File: src/rtl/bsearch_pkg.sv
// ============================================================================
// bsearch_pkg : shared FSM state encoding and memory-latency limits.
// Rev 1.0
// ============================================================================
`default_nettype none

package bsearch_pkg;

    typedef enum logic [2:0] {
        ST_IDLE  = 3'd0,
        ST_ISSUE = 3'd1,
        ST_WAIT  = 3'd2,
        ST_CMP   = 3'd3,
        ST_DONE  = 3'd4
    } state_e;

    localparam int MEM_LAT_MIN = 1;
    localparam int MEM_LAT_MAX = 3;
    localparam int LAT_CW      = 2;

endpackage

`default_nettype wire

File: src/rtl/bsearch_lat_cnt.sv
// ============================================================================
// bsearch_lat_cnt : loadable down-counter timing the memory read latency.
// Rev 1.0
// ============================================================================
`default_nettype none

module bsearch_lat_cnt
    import bsearch_pkg::*;
#(
    parameter int MEM_LAT = 1
) (
    input  logic clk,
    input  logic clr,
    input  logic load_i,
    input  logic dec_i,
    output logic zero_o
);

    logic [LAT_CW-1:0] cnt_q, cnt_d;

    always_comb begin
        cnt_d = cnt_q;
        if (load_i) begin
            cnt_d = LAT_CW'(MEM_LAT);
        end else if (dec_i && (cnt_q != '0)) begin
            cnt_d = cnt_q - LAT_CW'(1);
        end
    end

    // Flags the cycle in which the count reaches zero, so WAIT lasts exactly MEM_LAT cycles.
    assign zero_o = (cnt_d == '0);

    always_ff @(posedge clk or posedge clr) begin
        if (clr) begin
            cnt_q <= '0;
        end else begin
            cnt_q <= cnt_d;
        end
    end

endmodule

`default_nettype wire

File: src/rtl/bsearch_engine.sv
// ============================================================================
// bsearch_engine : binary search over a sorted synchronous-read memory.
// Optional macro BSEARCH_LOWER_BOUND_EN returns the insertion point on a miss.
// Rev 1.0
// ============================================================================
`default_nettype none

module bsearch_engine
    import bsearch_pkg::*;
#(
    parameter int DW      = 8,
    parameter int AW      = 5,
    parameter int MEM_LAT = 1
) (
    input  logic          clk,
    input  logic          clr,
    input  logic          start,
    input  logic [DW-1:0] key,
    output logic          busy,
    output logic          done,
    output logic          found,
    output logic [AW:0]   L,
    output logic [AW:0]   probes,
    output logic [AW-1:0] Addr,
    output logic          mem_rd,
    input  logic [DW-1:0] Data
);

    localparam logic [AW:0] DEPTH = {1'b1, {AW{1'b0}}};
    localparam logic [AW:0] ONE   = {{AW{1'b0}}, 1'b1};

    if ((MEM_LAT < MEM_LAT_MIN) || (MEM_LAT > MEM_LAT_MAX)) begin : g_lat_range_err
        $error("bsearch_engine: MEM_LAT must be 1..3");
    end

    state_e        state_q, state_d;
    logic [DW-1:0] key_q, key_d;
    logic [AW:0]   lo_q, lo_d, hi_q, hi_d, mid_q, mid_d;
    logic [AW:0]   probes_q, probes_d, L_q, L_d;
    logic [AW-1:0] addr_q, addr_d;
    logic          rd_q, rd_d, found_q, found_d, busy_q, busy_d, done_q, done_d;
    logic [AW:0]   mid;
    logic          cnt_load, cnt_dec, cnt_zero;

    // floor((lo+hi)/2) built from halved operands, so no carry out of AW+1 bits.
    assign mid = {1'b0, lo_q[AW:1]} + {1'b0, hi_q[AW:1]} + {{AW{1'b0}}, lo_q[0] & hi_q[0]};

    bsearch_lat_cnt #(
        .MEM_LAT (MEM_LAT)
    ) u_lat_cnt (
        .clk    (clk),
        .clr    (clr),
        .load_i (cnt_load),
        .dec_i  (cnt_dec),
        .zero_o (cnt_zero)
    );

    always_comb begin
        state_d  = state_q;
        key_d    = key_q;
        lo_d     = lo_q;
        hi_d     = hi_q;
        mid_d    = mid_q;
        probes_d = probes_q;
        addr_d   = addr_q;
        rd_d     = 1'b0;
        found_d  = found_q;
        L_d      = L_q;
        busy_d   = busy_q;
        done_d   = 1'b0;
        cnt_load = 1'b0;
        cnt_dec  = 1'b0;
        case (state_q)
            ST_IDLE: begin
                // A start coinciding with the done pulse is dropped.
                if (start && !done_q) begin
                    key_d    = key;
                    lo_d     = '0;
                    hi_d     = DEPTH;
                    probes_d = '0;
                    found_d  = 1'b0;
                    L_d      = '0;
                    busy_d   = 1'b1;
                    state_d  = ST_ISSUE;
                end
            end
            ST_ISSUE: begin
                if (lo_q == hi_q) begin
`ifdef BSEARCH_LOWER_BOUND_EN
                    L_d = lo_q;
`else
                    L_d = '0;
`endif
                    state_d = ST_DONE;
                end else begin
                    addr_d   = mid[AW-1:0];
                    mid_d    = mid;
                    rd_d     = 1'b1;
                    probes_d = probes_q + ONE;
                    cnt_load = 1'b1;
                    state_d  = ST_WAIT;
                end
            end
            ST_WAIT: begin
                cnt_dec = 1'b1;
                if (cnt_zero) begin
                    state_d = ST_CMP;
                end
            end
            ST_CMP: begin
                if (Data == key_q) begin
                    found_d = 1'b1;
                    L_d     = mid_q;
                    state_d = ST_DONE;
                end else if (Data < key_q) begin
                    lo_d    = mid_q + ONE;
                    state_d = ST_ISSUE;
                end else begin
                    hi_d    = mid_q;
                    state_d = ST_ISSUE;
                end
            end
            ST_DONE: begin
                done_d  = 1'b1;
                busy_d  = 1'b0;
                state_d = ST_IDLE;
            end
            default: begin
                state_d = ST_IDLE;
            end
        endcase
    end

    always_ff @(posedge clk or posedge clr) begin
        if (clr) begin
            state_q  <= ST_IDLE;
            key_q    <= '0;
            lo_q     <= '0;
            hi_q     <= '0;
            mid_q    <= '0;
            probes_q <= '0;
            addr_q   <= '0;
            rd_q     <= 1'b0;
            found_q  <= 1'b0;
            L_q      <= '0;
            busy_q   <= 1'b0;
            done_q   <= 1'b0;
        end else begin
            state_q  <= state_d;
            key_q    <= key_d;
            lo_q     <= lo_d;
            hi_q     <= hi_d;
            mid_q    <= mid_d;
            probes_q <= probes_d;
            addr_q   <= addr_d;
            rd_q     <= rd_d;
            found_q  <= found_d;
            L_q      <= L_d;
            busy_q   <= busy_d;
            done_q   <= done_d;
        end
    end

    assign busy   = busy_q;
    assign done   = done_q;
    assign found  = found_q;
    assign L      = L_q;
    assign probes = probes_q;
    assign Addr   = addr_q;
    assign mem_rd = rd_q;

endmodule

`default_nettype wire

File: config.mk
export PLATFORM = sky130hd
export DESIGN_NAME = bsearch_engine
export DESIGN_NICKNAME = d
export VERILOG_FILES = /design/src/rtl/bsearch_pkg.sv /design/src/rtl/bsearch_lat_cnt.sv /design/src/rtl/bsearch_engine.sv
export SDC_FILE = /design/constraint.sdc
export NUM_CORES = 1
export LEC_CHECK = 0
export CAP_MARGIN = 10
export CORE_MARGIN = 5
export CORE_UTILIZATION = 35
export CTS_BUF_LIST = sky130_fd_sc_hd__clkbuf_4 sky130_fd_sc_hd__clkbuf_8
export DETAILED_ROUTE_END_ITERATION = 7
export SYNTH_ARGS = -nofsm -noshare
export SYNTH_HDL_FRONTEND = slang
export SYNTH_SLANG_ARGS = --single-unit
File: constraint.sdc
create_clock -name clk -period 3.75 [get_ports clk]
set_clock_uncertainty 0.1 [all_clocks]
set_input_delay 0.9375 -clock clk [delete_from_list [all_inputs] [get_ports clk]]
set_output_delay 0.9375 -clock clk [all_outputs]
set_load 0.02 [all_outputs]
# Word-level counts from Yosys, hierarchy flattened
# Index checks and enable logic that the tools add are counted.
# W data, S select, Z words.
[totals]
out_inout_bits = 21
ff_bits = 52
word_cells = 83
input_bits = 19
[op_classes]
magnitude_cmp = 1
addsub = 5
muxes = 29
n_reduce_logical = 19
eq_ne = 14
bitwise = 2
[op_table]
columns = ["op", "count"]
rows = [
  ["$mux W6", 9],
  ["$pmux W6 S2", 3],
  ["$pmux W6 S3", 1],
  ["$ne A2 B2 Y1 const B", 8],
  ["$add A6 B1 Y6 const B", 2],
  ["$mux W3", 4],
  ["$pmux W3 S4", 1],
  ["$reduce_and A4 Y1", 3],
  ["$eq A8 B8 Y1", 1],
  ["$lt A8 B8 Y1", 1],
  ["$reduce_and A2 Y1", 4],
  ["$reduce_bool A2 Y1", 4],
  ["$mux W1", 7],
  ["$add A5 B5 Y6", 1],
  ["$add A6 B1 Y6", 1],
  ["$eq A3 B2 Y1 const B", 2],
  ["$eq A6 B6 Y1", 1],
  ["$reduce_and A3 Y1", 2],
  ["$mux W2", 2],
  ["$pmux W1 S2", 2],
  ["$eq A3 B1 Y1 const B", 1],
  ["$eq A3 B3 Y1 const B", 1],
  ["$logic_not A3 Y1", 1],
  ["$reduce_bool A3 Y1", 1],
  ["other kinds (6)", 7],
]

# Depth between registers and ports, before layout
[logic_depth]
depth_word = 8
mapped_depth = 9

# By module
# Synthesis repeated with hierarchy kept, for this count alone.
[hier_totals]
cells_unflattened = 245
area_unflattened_um2 = 2504.9
[by_module_without_submodules]
columns = ["module", "seq_area_each_um2", "cells_each", "instances", "area_each_um2"]
rows = [
  ["bsearch_engine", 1126.1, 231, 1, 2371.0],
  ["bsearch_lat_cnt", 50.0, 14, 1, 133.9],
]

# Least setup slack after synthesis
# OpenSTA, ideal clock, no wires.
[synth_path]
kind = "input port to flip-flop"
startpoint = "input Data[5]"
endpoint = "register lo_q[4]"
slack_ns = 0.970
setup_time_ns = 0.125
stages = 6
arrival_time_ns = 2.555
required_time_ns = 3.525
path_cell_list = "ha_1 > a211o_1 > a211oi_2 > o221ai_1 > nor2_1 > mux2_2"
[synth_via]
elab_chain_len = 3
word_cells_on_any_way = 5
classes_between = "order compare (1); eq/ne (3); reduce/logical (1)"
[synth_rtl]
columns = ["element", "line_no", "source"]
rows = [
  ["from (decl)", "bsearch_engine.sv:26", "input logic [DW-1:0] Data"],
  ["$lt A8 B8 Y1 / $eq A8 B8 Y1 (equally long branches)", "bsearch_engine.sv:115, bsearch_engine.sv:111", ""],
  ["$ne A2 B2 Y1 (no line)", "n/a", ""],
  ["$reduce_and A4 Y1 (no line) *", "n/a", ""],
  ["to (signal assigned)", "bsearch_engine.sv:151", "lo_q <= lo_d;"],
  ["to (decl)", "bsearch_engine.sv:38", "logic [AW:0] lo_q, lo_d, hi_q, hi_d, mid_q, mid_d;"],
]
# Mark *: on every way between the ends. The rest lies on a longest branch, timed or not.
# A chain may end at the register's enable or synchronous reset.

# Worst setup path in the final report
[layout_path]
startpoint = "input Data[5]"
endpoint = "register lo_q[5]"
# Same word-level chain as after synthesis.

==> results.tsv <==
stage	metric	value	unit
placed_design	portBuffers	39	
routing	first_pass_iters	4	
timing	slew_viol_final	0	
power_and_ir_drop	irDropWorstVdd	0.221	mV
final_layout	diodes	0	
synthesis	syn_inst	249	
timing	relSlewSlack	35.2	%
floorplan	core-area	6870	sq um
critical_path	critPathSlowestCell	clkdlybuf4s50_1	
critical_path	setup.worst_path.end	lo_q[5]	
synthesis	synth_area_leaders	dfrtp_1 (47%), ha_1 (8.5%), nand2_1 (4.6%), o21ai_0 (4.4%), mux2_2 (3.1%)	
clock_tree	cts_tree	yes	
clock_tree	clock_latency	0.30	ns
synthesis	synth_seq_cells	47	
clock_tree	clkTransAtPathRegs	0.09	ns
timing	setup_viol	0	
placed_design	dp_hpwl	3960	um
routing	post_drt_wl_per_cell	14.1	um
routing	postRouteAntennaNets	0	
floorplan	die-area	8960	sq um
critical_path	crit_start	Data[5]	
timing	worstMarginPinSlew	0.971	ns
global_routing	grt_pass1_vias	1831	
synthesis	synth_area_per_cell	10.1	sq um
synthesis	ys_warn_count	0	
routing	viasPerCell	4.84	
timing	fin_crit_sh	81.8	%
routing	wl	5380	um
timing	fin_tns_setup	0	ns
power_and_ir_drop	intPower	0.00134	W
synthesis	synth_edf_count	0	
synthesis	synth_area_leader_cell	dfrtp_1	
synthesis	synthesis.nets	287	
clock_tree	hold_buffers	0	
synthesis	synth.distinct_cells	43	
critical_path	setup.worst_path.end_class	flop	
timing	rsz0062_at_grt	false	
global_routing	grt_max_degree	48	
clock_tree	cts_resized	0	
timing	fmax	326	MHz
global_routing	antenna_found_initial	0	
timing	post-route-min-period	3.07	ns
floorplan	rows	30	
critical_path	path_cells	clkdlybuf4s50_1, ha_1, a211o_1, a211oi_2, o221ai_1, nor2_1, mux2_2	
clock_tree	clock_sinks	47	
floorplan	start_util	36.5	%
placed_design	routabilityCongestion	0.755	
clock_tree	root_buffer	clkbuf_8	
routing	route.detailed.drc	0	
power_and_ir_drop	power_frac_comb	45.5	%
floorplan	die_h	94.6	um
floorplan	chipWidth	94.6	um
min_path	min-delay-start	key_q[0]	
run	max_cap_violations	0	
floorplan	ios	40	
global_routing	grt_pass1_wl	9000	um
power_and_ir_drop	seqPwrFrac	37.3	%
synthesis	async_reset_ff_share	100	%
power_and_ir_drop	switchingPower	0.000912	W
routing	first_iter_violations	66	
final_layout	areaGrowthSynthToFinish	22.7	%
final_layout	fill_cells	677	
critical_path	cp.required	3.84	ns
synthesis	synth_top_area_share	46.9	%
critical_path	reg2reg_slack	1.12	ns
timing	hold_violations	0	
synthesis	synth_flop_cell	dfrtp_1	
synthesis	syn_area	2510	sq um
power_and_ir_drop	p_leak	1.43	nW
status	outcome	complete, no violations	
synthesis	synth-seq-area-share	46.9	%
final_layout	finalInstanceArea	3080	sq um
global_routing	overflow	0	
critical_path	reg2reg_depth	8	
critical_path	crit_path_start_kind	input port	
critical_path	r2r-end	probes[3]	
routing	vias	1847	
clock_tree	clock_path_buffers	2	
critical_path	critPathArrivalTime	3.16	ns
placed_design	dpl_cell_area	2960	sq um
critical_path	r2r-start	lo_q[3]	
global_routing	track_usage	12.9	%
clock_tree	cts_setup_buffers	0	
power_and_ir_drop	power_density	732	nW/um^2
critical_path	cp_max_fo	7	
critical_path	slowest_delay	0.40	ns
clock_tree	numCtsBuffers	5	
final_layout	nNetsFinal	323	
critical_path	worst-setup-path-type	input port to flop	
power_and_ir_drop	clkPwrFrac	17.3	%
clock_tree	h-tree-depth	2	
power_and_ir_drop	p_sw_share	40.5	%
final_layout	layout-drive-gt1-share	8.39	%
min_path	hp-class	flop to flop	
synthesized netlist by cell type, types with 2 or more instances:
cell	number
inv_1	16
fa_1	2
and2_1	5
buf_2	3
or3_1	2
ha_1	17
nand2b_1	4
dfrtp_1	47
a21o_1	4
nor3_1	3
nor2_1	17
mux2_2	7
a211oi_2	2
a22o_1	5
xnor2_1	4
a21oi_1	9
buf_4	5
clkbuf_1	3
xor2_1	6
o21ai_0	22
nor2b_1	3
mux2i_1	3
nand4_1	4
nand2_1	31
a211oi_1	3
nand3_1	5
state kept, by name, summed over array words and instances, names as in the netlist:
signal,count
mem_rd,1
done,1
L,6
mid_q,6
hi_q,6
found,1
key_q,8
busy,1
state_q,3
probes,6
u_lat_cnt.cnt_q,2
lo_q,6
kinds of logic (layout without fill, tap and decap cells):
group	Yosys count	count (layout)	share of synthesized area [%]
mux	10	10	4.34
fa+ha+maj	19	19	10.1
flops	47	47	46.9
simple gates	80	80	15.6
compound gates	54	54	13.9
buf+inv	29	66	5.74
xor+xnor	10	10	3.49
power by group through the flow:
| stage | clock network (W) | logic, W | registers, W |
|---|---|---|---|
| 5_1_grt | 0.000424 | 0.00116 | 0.000866 |
| 6_report | 0.000388 | 0.00102 | 0.000838 |
| 2_1_floorplan | 0 | 0.000749 | 0.000826 |
| 3_3_place_gp | 0 | 0.00101 | 0.000845 |
| 3_5_place_dp | 0 | 0.00104 | 0.000852 |
| 4_1_cts | 0.000401 | 0.00104 | 0.000841 |
stage by stage:
step           hold slack (ns)  total power, W  utilization [%]  std cells  setup slack, ns
2_1_floorplan            0.350         0.00158                -        249            0.970
3_3_place_gp             0.369         0.00186             43.1        374            0.424
3_5_place_dp             0.375         0.00189             43.1        374            0.363
4_1_cts                  0.396         0.00228             44.8        382            0.688
5_1_grt                  0.415         0.00245             44.8        382            0.571
6_report                 0.389         0.00225             44.8        382            0.681
routing by layer:
metal / vias to the layer above / global-route usage, % / part of all wire, %
met1: 869 / 17.3 / 47
li1: 930 / - / -
met3: 12 / 2.87 / 4.3
met2: 36 / 20.2 / 46
met5: - / 0 / 0
met4: 0 / 5.29 / 2.5
worst max-delay path: cells and delay by family:
| kind | cells | cell delay (ns) |
|---|---|---|
| mux | 1 | 0.35 |
| simple gates | 1 | 0.23 |
| compound gates | 3 | 0.93 |
| fa+ha+maj | 1 | 0.31 |
| buf+inv | 1 | 0.40 |
cell usage in the layout (no fill, tap or decap), types with 2 or more instances in the layout:
cell type,Yosys,layout
nand2_1,31,31
ha_1,17,17
clkbuf_8,0,6
clkdlybuf4s50_1,0,39
dfrtp_1,47,47
nor2_1,17,17
buf_4,5,2
nor2b_1,3,3
nand2b_1,4,4
mux2_2,7,7
a211oi_1,3,3
inv_1,16,15
a21oi_1,9,9
xor2_1,6,6
a21o_1,4,4
nand4_1,4,4
a22o_1,5,5
o21ai_0,22,22
nor3_1,3,3
or3_1,2,2
and2_1,5,5
a211oi_2,2,2
fa_1,2,2
mux2i_1,3,3
nand3_1,5,5
xnor2_1,4,4
worst min-delay path by stage:
stage,endpoint,slack (ns),depth (start not counted)
detailed placement,key_q[0],0.37,2
CTS,key_q[0],0.40,2
floorplan,key_q[0],0.35,2
global placement,key_q[0],0.37,2
global route,key_q[0],0.42,2
finish,key_q[0],0.39,2
area by class of cell:
cell class | count | area, sq um | area share, %
Timing Repair Buffer | 41 | 405 | 13.2
Tap cell | 96 | 120 | 3.91
Clock buffer | 6 | 82.6 | 2.69
Clock inverter | 2 | 35.0 | 1.14
Multi-Input combinational cell | 173 | 1190 | 38.6
Inverter | 17 | 68.8 | 2.24
Sequential cell | 47 | 1180 | 38.2
(Power assumes the default switching activity.)
